[config.mk]
export PLATFORM = sky130hd
export DESIGN_NAME = gaussian_frame_ctrl
export DESIGN_NICKNAME = d
export VERILOG_FILES = /design/src/rtl/gaussian_frame_ctrl.sv
export SDC_FILE = /design/constraint.sdc
export NUM_CORES = 1
export LEC_CHECK = 0
export CAP_MARGIN = 20
export CORE_MARGIN = 1
export CORE_UTILIZATION = 41
export CTS_BUF_LIST = sky130_fd_sc_hd__clkbuf_2
export CTS_CLUSTER_SIZE = 30
export DETAILED_ROUTE_END_ITERATION = 6
export PLACE_DENSITY = 0.62
export SLEW_MARGIN = 20
export SYNTH_ARGS = -nofsm -noshare
export SYNTH_HDL_FRONTEND = slang
export SYNTH_SLANG_ARGS = --single-unit
[constraint.sdc]
create_clock -name clk -period 7.3 [get_ports clk]
set_clock_uncertainty 0.15 [all_clocks]
set_input_delay 0.73 -clock clk [delete_from_list [all_inputs] [get_ports clk]]
set_output_delay 0.73 -clock clk [all_outputs]
set_load 0.01 [all_outputs]
[src/rtl/gaussian_frame_ctrl.sv]
// Frame sequencer wrapped around a 3x3 Gaussian filter: feeds one frame of
// upstream pixels, flushes the filter line buffers, then tags and counts outputs.
//
// Ports:
//   clk, rst_n            clock, asynchronous active-low reset
//   start                 frame request (IDLE only)
//   cfg_width, cfg_height frame dimensions, sampled on accepted start
//   s_data/s_valid/s_ready upstream pixel handshake (ready only in FEED)
//   f_data_in/f_data_valid pixel stream into the filter (incl. flush pixels)
//   f_img_width           line width to the filter, stable while busy
//   f_data_out/_valid     filtered pixel stream from the filter
//   m_data/m_valid        tagged output pixel, with m_sof and m_eol markers
//   busy, frame_done      activity level and one-cycle completion pulse
//   timeout, cfg_err, overflow  sticky status, cleared on accepted start
module gaussian_frame_ctrl #(
    parameter int DATA_W      = 8,
    parameter int DIM_W       = 12,
    parameter int FLUSH_EXTRA = 2,
    parameter int TIMEOUT     = 4096
) (
    input  logic              clk,
    input  logic              rst_n,
    input  logic              start,
    input  logic [DIM_W-1:0]  cfg_width,
    input  logic [DIM_W-1:0]  cfg_height,
    input  logic [DATA_W-1:0] s_data,
    input  logic              s_valid,
    output logic              s_ready,
    output logic [DATA_W-1:0] f_data_in,
    output logic              f_data_valid,
    output logic [DIM_W-1:0]  f_img_width,
    input  logic [DATA_W-1:0] f_data_out,
    input  logic              f_data_out_valid,
    output logic [DATA_W-1:0] m_data,
    output logic              m_valid,
    output logic              m_sof,
    output logic              m_eol,
    output logic              busy,
    output logic              frame_done,
    output logic              timeout,
    output logic              cfg_err,
    output logic              overflow
);

    localparam int CNT_W = 2 * DIM_W;
    localparam int FL_W  = DIM_W + 1;
    localparam int TO_W  = $clog2(TIMEOUT) + 1;

    typedef enum logic [2:0] {
        S_IDLE,
        S_LOAD,
        S_FEED,
        S_FLUSH,
        S_DRAIN,
        S_DONE
    } state_t;

    state_t             state_q;
    logic [DIM_W-1:0]   width_q;
    logic [DIM_W-1:0]   height_q;
    logic [CNT_W-1:0]   total_q;
    logic [CNT_W-1:0]   in_cnt_q;
    logic [CNT_W-1:0]   out_cnt_q;
    logic [DIM_W-1:0]   out_col_q;
    logic [FL_W-1:0]    flush_cnt_q;
    logic [TO_W-1:0]    idle_q;

    logic               dims_ok;
    logic               s_fire;
    logic               out_active;
    logic               out_take;
    logic               out_drop;
    logic               last_in;
    logic               flush_last;
    logic               col_last;
    logic               idle_hit;
    logic [FL_W-1:0]    flush_len_m1;
    logic [CNT_W-1:0]   in_cnt_d;
    logic [CNT_W-1:0]   out_cnt_d;
    logic [FL_W-1:0]    flush_cnt_d;
    logic [TO_W-1:0]    idle_d;

    always_comb begin
        dims_ok      = (cfg_width >= DIM_W'(3)) && (cfg_height >= DIM_W'(3));
        s_fire       = (state_q == S_FEED) && s_valid && s_ready;
        out_active   = (state_q == S_FEED) || (state_q == S_FLUSH)
                    || (state_q == S_DRAIN);
        out_take     = out_active && f_data_out_valid && (out_cnt_q < total_q);
        // Surplus filter outputs are only an error while a frame is open;
        // LOAD still holds the previous frame's counters, so it is excluded.
        out_drop     = (out_active || (state_q == S_DONE)) && f_data_out_valid
                    && (out_cnt_q >= total_q);
        last_in      = (in_cnt_q == total_q - CNT_W'(1));
        flush_len_m1 = {1'b0, width_q} + FL_W'(FLUSH_EXTRA) - FL_W'(1);
        flush_last   = (flush_cnt_q == flush_len_m1);
        col_last     = (out_col_q == width_q - DIM_W'(1));
        idle_hit     = (idle_q == TO_W'(TIMEOUT - 1));
        in_cnt_d     = in_cnt_q + CNT_W'(1);
        out_cnt_d    = out_cnt_q + CNT_W'(1);
        flush_cnt_d  = flush_cnt_q;
        if (flush_cnt_q != {FL_W{1'b1}}) begin
            flush_cnt_d = flush_cnt_q + FL_W'(1);
        end
        idle_d = idle_q;
        if (f_data_out_valid) begin
            idle_d = '0;
        end else if (idle_q < TO_W'(TIMEOUT)) begin
            idle_d = idle_q + TO_W'(1);
        end
    end

    always_ff @(posedge clk or negedge rst_n) begin
        if (!rst_n) begin
            state_q      <= S_IDLE;
            width_q      <= '0;
            height_q     <= '0;
            total_q      <= '0;
            in_cnt_q     <= '0;
            out_cnt_q    <= '0;
            out_col_q    <= '0;
            flush_cnt_q  <= '0;
            idle_q       <= '0;
            s_ready      <= 1'b0;
            f_data_in    <= '0;
            f_data_valid <= 1'b0;
            f_img_width  <= '0;
            m_data       <= '0;
            m_valid      <= 1'b0;
            m_sof        <= 1'b0;
            m_eol        <= 1'b0;
            busy         <= 1'b0;
            frame_done   <= 1'b0;
            timeout      <= 1'b0;
            cfg_err      <= 1'b0;
            overflow     <= 1'b0;
        end else begin
            frame_done   <= 1'b0;
            m_valid      <= 1'b0;
            m_sof        <= 1'b0;
            m_eol        <= 1'b0;
            f_data_valid <= 1'b0;

            if (out_take) begin
                m_data    <= f_data_out;
                m_valid   <= 1'b1;
                m_sof     <= (out_cnt_q == '0);
                m_eol     <= col_last;
                out_cnt_q <= out_cnt_d;
                out_col_q <= col_last ? '0 : out_col_q + DIM_W'(1);
            end
            if (out_drop) begin
                overflow <= 1'b1;
            end
            if (out_active) begin
                idle_q <= idle_d;
            end

            unique case (state_q)
                S_IDLE: begin
                    if (start) begin
                        if (dims_ok) begin
                            width_q  <= cfg_width;
                            height_q <= cfg_height;
                            cfg_err  <= 1'b0;
                            timeout  <= 1'b0;
                            overflow <= 1'b0;
                            busy     <= 1'b1;
                            state_q  <= S_LOAD;
                        end else begin
                            cfg_err <= 1'b1;
                        end
                    end
                end
                S_LOAD: begin
                    f_img_width <= width_q;
                    total_q     <= CNT_W'(width_q) * CNT_W'(height_q);
                    in_cnt_q    <= '0;
                    out_cnt_q   <= '0;
                    out_col_q   <= '0;
                    flush_cnt_q <= '0;
                    idle_q      <= '0;
                    f_data_in   <= '0;
                    s_ready     <= 1'b1;
                    state_q     <= S_FEED;
                end
                S_FEED: begin
                    if (s_fire) begin
                        f_data_in    <= s_data;
                        f_data_valid <= 1'b1;
                        in_cnt_q     <= in_cnt_d;
                        if (last_in) begin
                            s_ready <= 1'b0;
                            state_q <= S_FLUSH;
                        end
                    end
                end
                S_FLUSH: begin
                    f_data_in    <= '0;
                    f_data_valid <= 1'b1;
                    flush_cnt_q  <= flush_cnt_d;
                    if (flush_last) begin
                        state_q <= S_DRAIN;
                    end
                end
                S_DRAIN: begin
                    if (out_cnt_q == total_q) begin
                        frame_done <= 1'b1;
                        state_q    <= S_DONE;
                    end else if (!f_data_out_valid && idle_hit) begin
                        frame_done <= 1'b1;
                        timeout    <= 1'b1;
                        state_q    <= S_DONE;
                    end
                end
                S_DONE: begin
                    busy    <= 1'b0;
                    state_q <= S_IDLE;
                end
                default: begin
                    state_q <= S_IDLE;
                end
            endcase
        end
    end

endmodule

==> results.txt <==
Non-Filler Instances - 2105
Clk buf depth - 2
Hold slack - 0.2058 ns
Failing checks - DRC
Initial core utilization - 0.4172
FF-to-FF End - total_q[22]$_DFFE_PN0P_
Tmin final - 6.066 ns
RSZ-0062 raised after global routing - false
Final count of hold timing violations - 0
Setup slack, reg-to-reg - 1.23 ns
Final Max Tran Viols - 0
Syn Nets - 1844
Most frequent cell after synthesis - nand2_1
Final period util - 0.8310
Post-synth ARST share - 1.000
Number of flops mapped to enable cells by yosys - 0
Pwr/cell area - 171.9 nW/µm²
Cell row count - 68
DR iter-0 viols - 766
Pin count of the biggest net entering global routing - 112
Top FF cell, synth - dfrtp_1
I/O Buffers - 82
Syn Std Cell Area - 14410 µm²
RePlAce Congestion - 0.8750
Critical path class - register to register
Critical Path AT - 6.66 ns
Clock sinks - 175
Final worst setup slack - 1.234 ns
First-pass GRT wire length - 60250 µm
Grt ovf - 0
Critical path depth - 17
Critical-path top delay cell - dfrtp_1
FF+latch count, synth - 175
Leakage Power - 7.598 nW
CP startpoint kind - register
CTS tree - yes
Status - complete, but fails checks
CP cell instances - and2_1, fa_1, fa_1, fa_1, fa_1, inv_1, fa_1, inv_1, ha_1, nand3_1, a211o_1, o21bai_1, a311oi_1, a211oi_1, a21oi_1, xnor2_1, o21ai_0
Largest area contributor in the synthesized netlist - dfrtp_1
Max cap viols - 0
Total die area - 35910 µm²
Pre-CTS setup slack - 1.243 ns
Avg WL per Cell - 17.01 µm
Share of the yosys chip area belonging to registers - 0.3038
Inst Count DP - 2071
Routed WL - 35810 µm
Worst Path Max Fanout - 25
RR Startpoint - width_q[2]$_DFFE_PN0P_
First drt pass iteration count - 7
Initial antenna violation count - 1
Max H-tree Level - 4
Final Total Pwr - 0.002730 W
Delay-heaviest family, CP - adder cells
Top cell type's share of synthesized area - 0.3038
Share of cells above drive strength 1 - 0.05640
Synth cell types - 61
FF-to-FF path depth - 17
Leading cell types by count after synthesis - nand2_1 (188), inv_1 (181), dfrtp_1 (175), nor2_1 (124), fa_1 (100)
Max VDD drop - 107.2 µV
Total Routing Usage GR - 0.2115
Max incr delay on CP - 0.98 ns
Endpoint class of the critical path - register
Die width - 189.5 µm
Setup tns final - 0 ns
Fill cell count - 3386
Mean Syn Cell Area - 8.985 µm²
DP HPWL - 26720 µm
CTS clock-pin slew for the worst setup and hold paths - 0.32 ns
Via Count - 11170
Max Freq - 0.1648 GHz
Worst Setup EP - total_q[22]$_DFFE_PN0P_
DR vias/cell - 5.307
Area of the core - 34540 µm²
Total CTS buffers - 17
Slew of the pin with the lowest slew margin - 1.092 ns
Final #Nets - 1876
Clk root buf - clkbuf_2
Post-route antenna net violation count - 0
Yosys warns - 0
Syn Inst Count - 1604
Crit path from - width_q[2]$_DFFE_PN0P_
Buf+Inv Stages, Crit Path - 2
Worst Path Required - 7.89 ns
Die extent in y - 189.5 µm
# IOs - 83
Main area contributors after synthesis - dfrtp_1 (30%), fa_1 (14%), ha_1 (8.2%)
Rel. slew slack - 0.2658
Remaining DRCs - 2
Setup Viol. Count Final - 0
Hold Crit Start - s_data[2]
HP Class - primary input to register
CP dominant cell by count - fa_1
Vias in the first global route - 11390
Worst-Skew Late Latency - 0.88 ns
Area growth from synthesis to layout - 10.20%
[state kept, by name, summed over array words and instances (netlist names), 3 cells and up]
signal       cells
m_data           8
out_cnt_q       24
idle_q          13
in_cnt_q        24
out_col_q       12
state_q          3
f_img_width     12
total_q         24
flush_cnt_q     13
f_data_in        8
width_q         12
height_q        12
[worst reg2reg max path: cells and delay by family, from the launching register on]
family                   cells  cell delay (ns)
flip-flops                   1             0.98
buffers and inverters        2             0.09
XOR/XNOR                     1             0.13
adder cells (fa/ha/maj)      6             2.92
AO/OA/AOI/OAI                6             1.32
AND/OR/NAND/NOR              2             0.37
[layout make-up]
type	instances	area, µm²	share of cell area
multi-input cells	1169	9065	0.5707
clock inverters	15	200.2	0.01260
clock buffers	17	85.08	0.005357
repair buffers	92	902.1	0.05680
inverters	181	679.4	0.04278
flip-flops and latches	175	4379	0.2757
diodes	1	2.502	0.0001576
well taps	455	569.3	0.03584
[cells by family after synthesis]
| group | Yosys count | share of synthesized area |
|---|---|---|
| buffers and inverters | 260 | 0.06867 |
| flip-flops | 175 | 0.3038 |
| XOR/XNOR | 137 | 0.08325 |
| AND/OR/NAND/NOR | 605 | 0.2082 |
| AO/OA/AOI/OAI | 193 | 0.08464 |
| multiplexers | 39 | 0.03004 |
| adder cells (fa/ha/maj) | 195 | 0.2214 |
[per-stage QoR]
stage,utilization,area (µm²)
3_5_place_dp,0.4512,15580
3_3_place_gp,0.4512,15580
2_1_floorplan,-,14410
5_1_grt,0.4598,15880
6_report,0.4598,15880
4_1_cts,0.4597,15880
[repair_timing]
action | in CTS | in global routing
setup endpoints to repair | 0 | 0
gates resized for setup | 0 | 0
buffers inserted | 0 | 0
hold buffers | 1 | 0
endpoints found under the hold margin | 110 | 0
[placed cells by master (no fill, tap or decap), drive strengths merged, types with 5 or more instances in the layout]
cell type,count
and4,9
fa,100
xor2,74
nor2,124
a21o,14
buf,9
nand2,188
mux2i,5
a211o,9
a21oi,29
nand4,32
nand2b,8
a211oi,9
xnor2,63
clkbuf,18
nand3,54
o211ai,7
nor4,22
inv,185
o21a,7
or3,9
a31oi,7
nor3,29
dfrtp,175
nor2b,8
clkdlybuf4s50,81
nor4b,6
mux2,34
ha,95
clkinv,8
o21ai,76
o31ai,5
and3,27
nor3b,7
and2,68
[where the power goes]
group	switching, W	internal [W]
Clock	0.000425	0.000149
Combinational	0.000480	0.000396
Sequential	0.000205	0.00107
[metal layers]
metal,global-route usage,share of wire,vias up
li1,-,-,5354
met4,0.05924,0.016,0
met1,0.2905,0.47,5518
met5,0,0,-
met2,0.3414,0.47,250
met3,0.03689,0.045,50
[worst min path at each step]
stage | endpoint | slack (ns) | depth (start not counted)
2_1_floorplan | busy$_DFFE_PN0P_ | 0.28 | 0
5_1_grt | f_data_in[6]$_DFFE_PN0P_ | 0.09 | 3
6_report | f_data_in[2]$_DFFE_PN0P_ | 0.21 | 3
3_3_place_gp | f_img_width[3]$_DFFE_PN0P_ | 0.31 | 2
4_1_cts | f_data_in[2]$_DFFE_PN0P_ | 0.11 | 3
3_5_place_dp | f_img_width[3]$_DFFE_PN0P_ | 0.32 | 2
Power figures use the tool's default switching activity.
